$ cat src/rtl/alu_pkg.sv
// ---------------------------------------------------------------------------
// alu_pkg
//   Shared types for the ALU issue controller and its condition evaluator.
//   - alu_op_e    : 3-bit ALU control encodings understood by the external ALU
//   - cond_e      : ARM condition codes EQ..NV
//   - nzvc_t      : architectural flag bundle {n, z, v, c}
//   - is_legal_op : 1 for the six encodings the ALU implements
//   - is_arith_op : 1 for ADD/SUB, the only ops that produce meaningful V/C
// ---------------------------------------------------------------------------
package alu_pkg;

  localparam int unsigned ALU_WIDTH = 64;

  typedef enum logic [2:0] {
    PASS_B = 3'b000,
    ADD    = 3'b010,
    SUB    = 3'b011,
    AND    = 3'b100,
    OR     = 3'b101,
    XOR    = 3'b110
  } alu_op_e;

  typedef enum logic [3:0] {
    EQ = 4'd0,
    NE = 4'd1,
    CS = 4'd2,
    CC = 4'd3,
    MI = 4'd4,
    PL = 4'd5,
    VS = 4'd6,
    VC = 4'd7,
    HI = 4'd8,
    LS = 4'd9,
    GE = 4'd10,
    LT = 4'd11,
    GT = 4'd12,
    LE = 4'd13,
    AL = 4'd14,
    NV = 4'd15
  } cond_e;

  typedef struct packed {
    logic n;
    logic z;
    logic v;
    logic c;
  } nzvc_t;

  // 3'b001 and 3'b111 have no ALU function behind them.
  function automatic logic is_legal_op(input logic [2:0] op);
    logic legal;
    legal = 1'b0;
    case (op)
      PASS_B, ADD, SUB, AND, OR, XOR: legal = 1'b1;
      default:                        legal = 1'b0;
    endcase
    return legal;
  endfunction

  function automatic logic is_arith_op(input logic [2:0] op);
    return (op == ADD) || (op == SUB);
  endfunction

endpackage

$ cat src/rtl/cond_eval.sv
// ---------------------------------------------------------------------------
// cond_eval
//   Purely combinational ARM condition-code evaluator used for B.cond.
//   Ports:
//     cond_i  : condition code to test (EQ..NV)
//     flags_i : current architectural flags {n, z, v, c}
//     taken_o : 1 when the condition holds (AL and NV are always taken)
// ---------------------------------------------------------------------------
module cond_eval
  import alu_pkg::*;
(
  input  cond_e cond_i,
  input  nzvc_t flags_i,
  output logic  taken_o
);

  always_comb begin
    taken_o = 1'b1;
    unique case (cond_i)
      EQ: taken_o = flags_i.z;
      NE: taken_o = !flags_i.z;
      CS: taken_o = flags_i.c;
      CC: taken_o = !flags_i.c;
      MI: taken_o = flags_i.n;
      PL: taken_o = !flags_i.n;
      VS: taken_o = flags_i.v;
      VC: taken_o = !flags_i.v;
      HI: taken_o = flags_i.c && !flags_i.z;
      LS: taken_o = !flags_i.c || flags_i.z;
      GE: taken_o = (flags_i.n == flags_i.v);
      LT: taken_o = (flags_i.n != flags_i.v);
      GT: taken_o = !flags_i.z && (flags_i.n == flags_i.v);
      LE: taken_o = flags_i.z || (flags_i.n != flags_i.v);
      AL: taken_o = 1'b1;
      NV: taken_o = 1'b1;
    endcase
  end

endmodule

$ cat src/rtl/alu_issue_ctrl.sv
// ---------------------------------------------------------------------------
// alu_issue_ctrl
//   Issues ops from a valid/ready stream to an external combinational ALU and
//   returns the captured result as a valid/ready response. Two stages:
//     EX : registered ALU operands (alu_a/alu_b/alu_cntrl drive the ALU)
//     WB : registered response, captured from the ALU outputs
//   Also owns the architectural NZVC flags (updated at WB capture, in program
//   order) and evaluates B.cond ops against them.
//   Ports:
//     clk, reset_n                   clock, asynchronous active-low reset
//     req_valid/req_ready            op request handshake
//     req_cntrl, req_a, req_b        ALU op and operands
//     req_setflags, req_is_bcond     flag update / branch-condition op
//     req_cond                       condition code for B.cond
//     flush                          kills the op currently in EX
//     alu_a, alu_b, alu_cntrl        to ALU (EX registers)
//     alu_result, alu_negative, alu_zero, alu_overflow, alu_carry_out  from ALU
//     rsp_valid/rsp_ready            response handshake
//     rsp_result, rsp_taken, rsp_illegal  response payload
//     flags_nzvc                     architectural flags {N,Z,V,C}
// ---------------------------------------------------------------------------
module alu_issue_ctrl
  import alu_pkg::*;
#(
  parameter int unsigned WIDTH = ALU_WIDTH
) (
  input  logic             clk,
  input  logic             reset_n,
  input  logic             req_valid,
  output logic             req_ready,
  input  logic [2:0]       req_cntrl,
  input  logic [WIDTH-1:0] req_a,
  input  logic [WIDTH-1:0] req_b,
  input  logic             req_setflags,
  input  logic             req_is_bcond,
  input  logic [3:0]       req_cond,
  input  logic             flush,
  output logic [WIDTH-1:0] alu_a,
  output logic [WIDTH-1:0] alu_b,
  output logic [2:0]       alu_cntrl,
  input  logic [WIDTH-1:0] alu_result,
  input  logic             alu_negative,
  input  logic             alu_zero,
  input  logic             alu_overflow,
  input  logic             alu_carry_out,
  output logic             rsp_valid,
  input  logic             rsp_ready,
  output logic [WIDTH-1:0] rsp_result,
  output logic             rsp_taken,
  output logic             rsp_illegal,
  output logic [3:0]       flags_nzvc
);

  // EX stage
  logic             ex_valid_q,    ex_valid_d;
  logic [WIDTH-1:0] alu_a_q,       alu_a_d;
  logic [WIDTH-1:0] alu_b_q,       alu_b_d;
  logic [2:0]       alu_cntrl_q,   alu_cntrl_d;
  logic             ex_setflags_q, ex_setflags_d;
  logic             ex_bcond_q,    ex_bcond_d;
  cond_e            ex_cond_q,     ex_cond_d;

  // WB stage and architectural flags
  logic             rsp_valid_q,   rsp_valid_d;
  logic [WIDTH-1:0] rsp_result_q,  rsp_result_d;
  logic             rsp_taken_q,   rsp_taken_d;
  logic             rsp_illegal_q, rsp_illegal_d;
  nzvc_t            flags_q,       flags_d;

  logic wb_free;
  logic accept;
  logic ex_move;
  logic ex_legal;
  logic bcond_taken;

  // WB can take a new op when empty or draining this cycle. EX can take a
  // new op when empty or when its current op is leaving (or being flushed,
  // which also requires wb_free through req_ready -- kept simple on purpose
  // so req_ready never depends on req_valid or flush).
  assign wb_free   = !rsp_valid_q || rsp_ready;
  assign req_ready = !ex_valid_q || wb_free;
  assign accept    = req_valid && req_ready;
  assign ex_move   = ex_valid_q && wb_free && !flush;
  assign ex_legal  = is_legal_op(alu_cntrl_q);

  // The B.cond sees flags_q as they stand at its own capture edge, which
  // already includes every older op captured on earlier edges.
  cond_eval u_cond_eval (
    .cond_i  (ex_cond_q),
    .flags_i (flags_q),
    .taken_o (bcond_taken)
  );

  always_comb begin
    ex_valid_d    = ex_valid_q;
    alu_a_d       = alu_a_q;
    alu_b_d       = alu_b_q;
    alu_cntrl_d   = alu_cntrl_q;
    ex_setflags_d = ex_setflags_q;
    ex_bcond_d    = ex_bcond_q;
    ex_cond_d     = ex_cond_q;
    rsp_valid_d   = rsp_valid_q;
    rsp_result_d  = rsp_result_q;
    rsp_taken_d   = rsp_taken_q;
    rsp_illegal_d = rsp_illegal_q;
    flags_d       = flags_q;

    // EX: a new op always wins; otherwise the slot empties when its op moves
    // on or is flushed. A flush with a simultaneous accept only kills the
    // older op, which is simply overwritten here.
    if (accept) begin
      ex_valid_d    = 1'b1;
      alu_a_d       = req_a;
      alu_b_d       = req_b;
      alu_cntrl_d   = req_cntrl;
      ex_setflags_d = req_setflags;
      ex_bcond_d    = req_is_bcond;
      ex_cond_d     = cond_e'(req_cond);
    end else if (flush || ex_move) begin
      ex_valid_d = 1'b0;
    end

    // WB: response payload only changes when the slot is free; otherwise it
    // holds until the consumer takes it.
    if (wb_free) begin
      rsp_valid_d = ex_move;
    end

    if (ex_move) begin
      rsp_result_d  = ex_legal ? alu_result : '0;
      rsp_taken_d   = ex_bcond_q && bcond_taken;
      rsp_illegal_d = !ex_legal;

      if (ex_setflags_q && !ex_bcond_q && ex_legal) begin
        flags_d.n = alu_negative;
        flags_d.z = alu_zero;
        // Logical ops and PASS_B do not define V/C; clear them.
        if (is_arith_op(alu_cntrl_q)) begin
          flags_d.v = alu_overflow;
          flags_d.c = alu_carry_out;
        end else begin
          flags_d.v = 1'b0;
          flags_d.c = 1'b0;
        end
      end
    end
  end

  always_ff @(posedge clk or negedge reset_n) begin
    if (!reset_n) begin
      ex_valid_q    <= 1'b0;
      alu_a_q       <= '0;
      alu_b_q       <= '0;
      alu_cntrl_q   <= '0;
      ex_setflags_q <= 1'b0;
      ex_bcond_q    <= 1'b0;
      ex_cond_q     <= EQ;
      rsp_valid_q   <= 1'b0;
      rsp_result_q  <= '0;
      rsp_taken_q   <= 1'b0;
      rsp_illegal_q <= 1'b0;
      flags_q       <= '0;
    end else begin
      ex_valid_q    <= ex_valid_d;
      alu_a_q       <= alu_a_d;
      alu_b_q       <= alu_b_d;
      alu_cntrl_q   <= alu_cntrl_d;
      ex_setflags_q <= ex_setflags_d;
      ex_bcond_q    <= ex_bcond_d;
      ex_cond_q     <= ex_cond_d;
      rsp_valid_q   <= rsp_valid_d;
      rsp_result_q  <= rsp_result_d;
      rsp_taken_q   <= rsp_taken_d;
      rsp_illegal_q <= rsp_illegal_d;
      flags_q       <= flags_d;
    end
  end

  assign alu_a       = alu_a_q;
  assign alu_b       = alu_b_q;
  assign alu_cntrl   = alu_cntrl_q;
  assign rsp_valid   = rsp_valid_q;
  assign rsp_result  = rsp_result_q;
  assign rsp_taken   = rsp_taken_q;
  assign rsp_illegal = rsp_illegal_q;
  assign flags_nzvc  = flags_q;

endmodule

$ cat config.mk
export PLATFORM = sky130hd
export DESIGN_NAME = alu_issue_ctrl
export DESIGN_NICKNAME = d
export VERILOG_FILES = /design/src/rtl/alu_pkg.sv /design/src/rtl/cond_eval.sv /design/src/rtl/alu_issue_ctrl.sv
export SDC_FILE = /design/constraint.sdc
export NUM_CORES = 1
export LEC_CHECK = 0
export CELL_PAD_IN_SITES_DETAIL_PLACEMENT = 0
export CELL_PAD_IN_SITES_GLOBAL_PLACEMENT = 2
export CORE_MARGIN = 4
export CORE_UTILIZATION = 27
export CTS_CLUSTER_SIZE = 20
export DETAILED_ROUTE_END_ITERATION = 6
export PLACE_DENSITY = 0.92
export SETUP_SLACK_MARGIN = 0.05
export SLEW_MARGIN = 15
export SYNTH_ARGS = -nofsm -noshare
export SYNTH_HDL_FRONTEND = slang
export SYNTH_SLANG_ARGS = --single-unit
$ cat constraint.sdc
create_clock -name clk -period 4.7 [get_ports clk]
set_clock_uncertainty 0.05 [all_clocks]
set_input_delay 1.175 -clock clk [delete_from_list [all_inputs] [get_ports clk]]
set_output_delay 1.175 -clock clk [all_outputs]
set_load 0.01 [all_outputs]
==> reports/summary.txt <==
Peak supply drop = 0.2633 mV
Cell Pwr Density = 434.1 nW/um2
Via count = 5764
Mapped Area = 7845 um2
Hold_ws = 0.4508 ns
Post-synth top area cell = dfrtp_1
Yosys top cell area share = 0.6667
Dominant cell by count in the synthesized netlist = dfrtp_1
Dpl cells = 1263
Hold Path Depth = 1
Hold worst-path end = alu_a[11]
Crit path launch = rsp_ready
MaxCap Viol Count = 0
Global routing usage on met2 = 0.2423
Clk slew on worst S/H paths = 0.06 ns
Post-DP HPWL = 17730 um
Tmin final = 3.648 ns
Die width = 178.5 um
CTS Buffer Depth = 3
RR Endpoint = rsp_result[45]
Gate Count Post-Synth = 491
Relative slew slack = 0.3894
Register bit total from synthesis = 209
1st-pass router iterations = 4
CTS sink count = 209
# hold bufs at CTS = 0
Reg2reg path depth = 5
Area Overhead vs Synth = 69.28%
Critical path type = in -> out
GP Congestion = 0.7393
Data required, critical path = 3.47 ns
Gr ovfl total = 0
Number of setup violations in the final report = 0
PostCTS Resize Cnt = 0
HP Start = alu_a[11]
WL per Instance = 18.48 um
EDFF count, synth = 0
Seq/Total Area, Yosys = 0.6667
Initial antenna violation count = 2
Async set-reset flop share out of synthesis = 1.000
Post-Syn Nets = 701
Synth area leaders = dfrtp_1, mux2_2, a22o_1, buf_2, buf_6
Pin count of the biggest net entering global routing = 109
Die area = 31850 um2
Total I/O pin count = 413
Starting Density = 0.2733
RSZ-0062 raised after global routing = false
First-pass GRT wire length = 35870 um
Worst hold path type = reg -> reg
Share of cells above drive strength 1 = 0.2093
Die Ht = 178.5 um
Vias per inst = 4.413
Port bufs = 412
Synthesis Warnings = 0
N_diodes = 0
Post-CTS setup buffers = 0
R2R setup slack = 2.54 ns
P_leak = 0.005502 uW
Root Driver = clkbuf_16
CTS tree = built
Cell variety after synth = 31
Met3 Use GR = 0.05553
Post-DRT Antenna Nets = 0
Worst skew pair latency = 0.52 ns
Initial DRC Count = 179
Busiest grt layer = met2
Layout net count = 1116
Clock buffer count from CTS = 25
Drt total wl = 24140 um
Core Rows = 62
Slew @ Worst Pin = 0.9159 ns
H-tree levels = 1
CP endpoint kind = output port
Most used DFF post-synth = dfrtp_1
Fin cells = 1306
RR Startpoint = rsp_valid
Final period util = 0.7761
CP startpoint kind = primary input
FMAX = 274.2 MHz
GRT Overall Usage = 0.1432
Final number of hold-violating endpoints = 0
Setup TNS = 0 ns
CP Max Fanout = 3
Area after DPL = 12400 um2
DRC = 0
Met1 usage = 0.1689
Core area = 28700 um2
Arr. time, crit path = 2.42 ns
Final Cell Area = 13280 um2
Top cells by count, synth = dfrtp_1, mux2_2, a22o_1
Final slew viol count = 0
Vias in the first global route = 6261
Outcome = completed
Syn avg cell area = 15.98 um2
[cell usage in the layout, fill, tap and decap left out, types with 2 or more instances in the layout]
cell             count
clkdlybuf4s50_1    411
dfrtp_1            209
mux2_2             141
a22o_1              64
clkbuf_16           25
clkbuf_8             6
o21ai_0              5
clkbuf_1             5
bufinv_16            5
buf_4                5
nand2_1              4
buf_12               4
nor2b_1              3
inv_1                3
xnor2_1              3
nor3_1               3
a31oi_1              2
nor2_1               2
a21oi_1              2
and3b_1              2
[worst max-delay path: stages]
cell	delay (ns)
clkdlybuf4s50_1	0.41
nor2b_1	0.17
nand2_1	0.15
clkdlybuf4s50_1	0.51
[how the worst max path moves through the flow]
stage                     end  cells after the start
floorplan           req_ready                      2
global placement    req_ready                      4
detailed placement  req_ready                      4
CTS                 req_ready                      4
global route        req_ready                      4
finish              req_ready                      4
[state kept, by name, summed over array words and instances (netlist names)]
| register | count |
|---|---|
| alu_a | 64 |
| alu_b | 64 |
| alu_cntrl | 3 |
| ex_bcond_q | 1 |
| ex_cond_q | 4 |
| ex_setflags_q | 1 |
| ex_valid_q | 1 |
| flags_nzvc | 4 |
| rsp_illegal | 1 |
| rsp_result | 64 |
| rsp_taken | 1 |
| rsp_valid | 1 |
[per-layer routing]
metal / routed length (um) / share of wire
met1: 9138 / 0.38
met2: 11770 / 0.49
met3: 2525 / 0.10
met4: 682 / 0.028
met5: 26 / 0.0011
[cell type report]
class	count	area, um2
Fill cell	2546	15420
Sequential cell	209	5230
Timing Repair Buffer	421	4245
Multi-Input combinational cell	246	2429
Clock buffer	35	713.2
Tap cell	384	480.5
Clock inverter	8	171.4
Inverter	3	11.26
[where the power goes]
| group | total (uW) | switching (uW) | internal (uW) |
|---|---|---|---|
| Clock | 2080 | 753 | 1320 |
| Sequential | 2280 | 182 | 2090 |
| Combinational | 1410 | 510 | 900 |
[kinds of logic (layout without fill, tap and decap cells)]
family,after synthesis,count (layout),synth area share
xor gates and xnor gates,4,4,0.004467
and+or+nand+nor,21,21,0.01579
buffers and inverters,36,467,0.02584
DFF,209,209,0.6667
AOI/OAI and AO/OA,79,79,0.08357
muxes,142,142,0.2037
[stage by stage]
| stage | util | power [uW] | worst slack [ns] |
|---|---|---|---|
| 4_1_cts | 0.4627 | 5866 | 1.046 |
| 2_1_floorplan | - | 2810 | 2.044 |
| 6_report | 0.4627 | 5765 | 1.052 |
| 5_1_grt | 0.4627 | 6053 | 0.9949 |
| 3_5_place_dp | 0.4319 | 3738 | 1.050 |
| 3_3_place_gp | 0.4319 | 3713 | 1.068 |
Power figures use the tool's default switching activity.
